--- src/rtl/demux_deser_2ch.sv ---
// Two-channel serial-to-parallel deserializer fed by the demux_1x2 bit streams.
// Each lane assembles WIDTH-bit words and hands them off on a valid/ready port.

module demux_deser_lane #(
    parameter int unsigned WIDTH     = 8,
    parameter bit          MSB_FIRST = 1'b1
) (
    input  logic             clk,
    input  logic             rst,
    input  logic             din,
    input  logic             bit_valid,
    input  logic             word_ready,
    output logic [WIDTH-1:0] word,
    output logic             word_valid,
    output logic             overflow,
    output logic             busy
);

    localparam int unsigned CW = $clog2(WIDTH);
    localparam logic [CW-1:0] LAST = CW'(WIDTH - 1);

    logic [WIDTH-1:0] sr;
    logic [WIDTH-1:0] sr_next;
    logic [CW-1:0]    cnt;
    logic [CW-1:0]    cnt_next;
    logic             complete;
    logic             load;
    logic             accept;

    // Shift/count update; the completing word is sr_next including the current bit.
    always_comb begin
        sr_next  = sr;
        cnt_next = cnt;
        if (bit_valid) begin
            if (MSB_FIRST) begin
                sr_next = {sr[WIDTH-2:0], din};
            end else begin
                sr_next = {din, sr[WIDTH-1:1]};
            end
            cnt_next = (cnt == LAST) ? '0 : cnt + CW'(1);
        end
    end

    assign complete = bit_valid && (cnt == LAST);
    assign accept   = word_valid && word_ready;
    // Holding register is usable when empty or being drained on this same edge.
    assign load     = complete && (!word_valid || word_ready);

    always_ff @(posedge clk) begin
        if (rst) begin
            sr         <= '0;
            cnt        <= '0;
            word       <= '0;
            word_valid <= 1'b0;
            overflow   <= 1'b0;
            busy       <= 1'b0;
        end else begin
            sr   <= sr_next;
            cnt  <= cnt_next;
            busy <= (cnt_next != '0);
            if (load) begin
                word       <= sr_next;
                word_valid <= 1'b1;
            end else if (accept) begin
                word_valid <= 1'b0;
            end
            if (complete && !load) begin
                overflow <= 1'b1;
            end
        end
    end

endmodule

module demux_deser_2ch #(
    parameter int unsigned WIDTH     = 8,
    parameter bit          MSB_FIRST = 1'b1
) (
    input  logic             clk,
    input  logic             rst,
    input  logic             din_0,
    input  logic             bit_valid_0,
    input  logic             din_1,
    input  logic             bit_valid_1,
    output logic [WIDTH-1:0] word_0,
    output logic             word_valid_0,
    input  logic             word_ready_0,
    output logic [WIDTH-1:0] word_1,
    output logic             word_valid_1,
    input  logic             word_ready_1,
    output logic             overflow_0,
    output logic             overflow_1,
    output logic             busy_0,
    output logic             busy_1
);

    demux_deser_lane #(
        .WIDTH     (WIDTH),
        .MSB_FIRST (MSB_FIRST)
    ) u_lane_0 (
        .clk        (clk),
        .rst        (rst),
        .din        (din_0),
        .bit_valid  (bit_valid_0),
        .word_ready (word_ready_0),
        .word       (word_0),
        .word_valid (word_valid_0),
        .overflow   (overflow_0),
        .busy       (busy_0)
    );

    demux_deser_lane #(
        .WIDTH     (WIDTH),
        .MSB_FIRST (MSB_FIRST)
    ) u_lane_1 (
        .clk        (clk),
        .rst        (rst),
        .din        (din_1),
        .bit_valid  (bit_valid_1),
        .word_ready (word_ready_1),
        .word       (word_1),
        .word_valid (word_valid_1),
        .overflow   (overflow_1),
        .busy       (busy_1)
    );

endmodule

--- config.mk ---
export PLATFORM = sky130hd
export DESIGN_NAME = demux_deser_2ch
export DESIGN_NICKNAME = d
export VERILOG_FILES = /design/src/rtl/demux_deser_2ch.sv
export SDC_FILE = /design/constraint.sdc
export NUM_CORES = 1
export LEC_CHECK = 0
export ABC_AREA = 0
export CORE_MARGIN = 2
export CORE_UTILIZATION = 51
export DETAILED_ROUTE_END_ITERATION = 7
export PLACE_DENSITY = 0.78
export SLEW_MARGIN = 30
export SYNTH_ARGS = -nofsm -noshare
export SYNTH_HDL_FRONTEND = slang
export SYNTH_HIERARCHICAL = 1
export SYNTH_SLANG_ARGS = --single-unit
--- constraint.sdc ---
create_clock -name clk -period 1.94 [get_ports clk]
set_input_delay 0.291 -clock clk [delete_from_list [all_inputs] [get_ports clk]]
set_output_delay 0.291 -clock clk [all_outputs]
set_load 0.03 [all_outputs]
==> results.yml <==
min_path:
  hp-start: "u_lane_0/overflow"
  hold_path_class: "register to register"
  worst_hold_path.endpoint: "u_lane_0/overflow"
  whs_path_depth: 2
setup_path:
  path_cells: "clkdlybuf4s50_1"
  r2r-end: "u_lane_1/word[6]"
  r2r_slack_ns: 0.32
  worstReg2RegStart: "u_lane_1/cnt[0]"
  reg2reg_depth: 5
  path_class: "register to output pin"
  cp.required_ns: 1.65
  crit_family: "buffers and inverters"
  worst_setup_path_start_kind: "register"
  max_stage_delay_ns: 0.67
  cp_slowest_cell: "clkdlybuf4s50_1"
  path_max_fanout: 2
  critPathBufInv: 1
  worst_ep_arrival_time_ns: 1.37
  critPathCaptureType: "output pin"
die:
  die_x_um: 61.8
  start_util_pct: 54.8
  die_area_um2: 3810
  io-pin-count: 30
  die_y_um: 61.8
  core_um2: 3100
  rows: 20
clock_network:
  cts_root_buf: "clkbuf_4"
  clockBufferDepth: 2
  cts_resized: 0
  post-cts-setup-buffers: 0
  clk_pin_slew_ns: 0.11
  hold_buffers: 0
  cts_inserted_buffers: 5
  cts_num_sinks: 44
  cts_tree: "done"
  clk_latency_ns: 0.34
  htree_levels: 2
global_routing:
  grt_pass1_vias: 1133
  grt_max_degree: 19
  antenna_found_initial: 0
  track_usage_pct: 17.3
  grt_pass1_wl_mm: 4.70
  overflow: 0
power:
  p_sw_mw: 0.325
  intPower_mw: 1.18
  ir_drop_v: 0.000527
  swShare_pct: 21.6
  seq_power_share_pct: 61.8
  clkPwrFrac_pct: 31.2
  combPwrFrac_pct: 7.0
  cellLeakagePower_nw: 0.782
  pwr_density_cell_nw_per_um2: 739
sta:
  maxClockFrequency_ghz: 0.602
  fin_crit_sh_pct: 85.6
  setup_tns_ns: 0
  finClkSkew_ns: 0.00593
  drv_slew: 0
  rsz0062_at_grt: "false"
  setup_viol: 0
  tightest_slew_ns: 0.910
  slew_headroom_pct: 39.2
  hold_viol: 0
  fin_crit_ns: 1.66
layout:
  area.growth.synth_to_final_pct: 19.4
  nets: 208
  diodes: 0
  fin_util_pct: 65.5
  layout_commonest_cell: "dfxtp_1"
  fillers: 297
  drive_gt1_share_pct: 8.16
  multi_input_area_um2: 711
  mostFrequentLayoutCells: "dfxtp_1, clkdlybuf4s50_1, nor2_1, mux2i_1"
  seq_area_um2: 881
status:
  status: "complete, no violations"
yosys:
  synth_xor_area_share_pct: 0
  synth_mux_area_share_pct: 11.8
  synthAdderAreaFrac_pct: 2.94
  synth_area_um2: 1700
  synthCells: 168
  syn_nets: 180
  synth.avg_cell_area_um2: 10.1
  synth_compound_area_share_pct: 11.8
  ys_ff_latch: 44
  yosys_warnings: 6
  synth_top_family_by_area: "simple AND/OR/NAND/NOR gates"
  synth.distinct_cells: 18
  yosys.area_share.simple_pct: 15.1
  ys_seq_area_share_pct: 51.8
drt:
  dr.pass1.iters: 4
  ant_nets: 0
  finalWirelength_mm: 2.93
  drt_iter0_markers: 34
  routedWlPerCell_um: 12.2
  route.detailed.drc: 0
  drt-vias-per-instance: 5.17
  route.vias.total: 1241
placed_design:
  finalWeightedCongestion: 0.708
  io_buffers: 29
  hpwl_mm: 2.04
flow_run:
  maxCapViolCount: 0
-- metal layers --
| metal | GRT usage, % | vias to the layer above | wire length, µm |
|---|---|---|---|
| li1 | - | 641 | - |
| met1 | 20.8 | 576 | 1360 |
| met2 | 27.5 | 22 | 1410 |
| met3 | 6.83 | 2 | 139 |
| met4 | 7.29 | 0 | 27 |
| met5 | 0 | - | 0 |
-- power groups by stage --
stage	combinational (mW)	sequential (mW)	clock (mW)
after floorplan	0.0679	0.959	0
after global placement	0.102	0.948	0
after detailed placement	0.104	0.949	0
final	0.105	0.928	0.468
after global routing	0.114	0.931	0.531
after CTS	0.105	0.928	0.483
-- synthesized netlist by cell type --
library cell	instances	area, µm²
dfxtp_1	44	881
nor2_1	24	90.1
mux2i_1	20	200
a21oi_1	18	90.1
or3_1	18	113
o21ai_0	12	60.1
buf_2	4	20.0
buf_6	4	45.0
ha_1	4	50.1
o21ai_1	4	20.0
a21oi_2	2	17.5
a31oi_1	2	12.5
buf_1	2	7.51
buf_12	2	40.0
nand2_2	2	12.5
nand2b_1	2	12.5
nor2b_1	2	12.5
or3b_1	2	17.5
-- flip-flops by register name, indices dropped and copies added, names as in the netlist --
signal and flops:
u_lane_1/cnt 3, u_lane_1/busy 1, u_lane_0/overflow 1, u_lane_0/sr 8, u_lane_1/overflow 1, u_lane_1/word 8
u_lane_0/word 8, u_lane_0/busy 1, u_lane_1/word_valid 1, u_lane_0/cnt 3, u_lane_0/word_valid 1, u_lane_1/sr 8
-- logic make-up (layout without fill, tap and decap cells) --
group                    after synthesis  count (layout)
AND/OR/NAND/NOR                       50              50
flip-flops                            44              44
AO/OA/AOI/OAI                         38              38
multiplexers                          20              20
buffers and inverters                 12              40
adder cells (fa/ha/maj)                4               4
-- stage by stage --
| stage | cells | hold WS, ns | power (mW) | area (µm²) | setup WS, ns |
|---|---|---|---|---|---|
| 3_5_place_dp | 233 | 0.460 | 1.05 | 1960 | 0.0337 |
| 4_1_cts | 240 | 0.487 | 1.52 | 2030 | 0.267 |
| 6_report | 240 | 0.483 | 1.50 | 2030 | 0.279 |
| 5_1_grt | 240 | 0.515 | 1.58 | 2030 | 0.213 |
| 3_3_place_gp | 233 | 0.447 | 1.05 | 1960 | 0.117 |
| 2_1_floorplan | 168 | 0.358 | 1.03 | 1700 | 0.553 |
-- final cells by class --
cell class | count | share of cell area (%)
Sequential cell | 44 | 43.3
Tap cell | 44 | 2.71
Multi-Input combinational cell | 112 | 35.0
Timing Repair Buffer | 33 | 15.8
Clock buffer | 7 | 3.20
-- worst max path at each step --
| stage | start | end | depth (start not counted) |
|---|---|---|---|
| after floorplan | u_lane_0/cnt[0] | u_lane_0/word[1] | 6 |
| after global placement | word_ready_1 | u_lane_1/word[4] | 4 |
| after detailed placement | word_ready_1 | u_lane_1/word[5] | 4 |
| after CTS | u_lane_0/word[7] | word_0[7] | 1 |
| after global routing | u_lane_1/word[7] | word_1[7] | 1 |
| final | u_lane_1/word[6] | word_1[6] | 1 |
No activity file was read; power rests on OpenSTA's default activity.
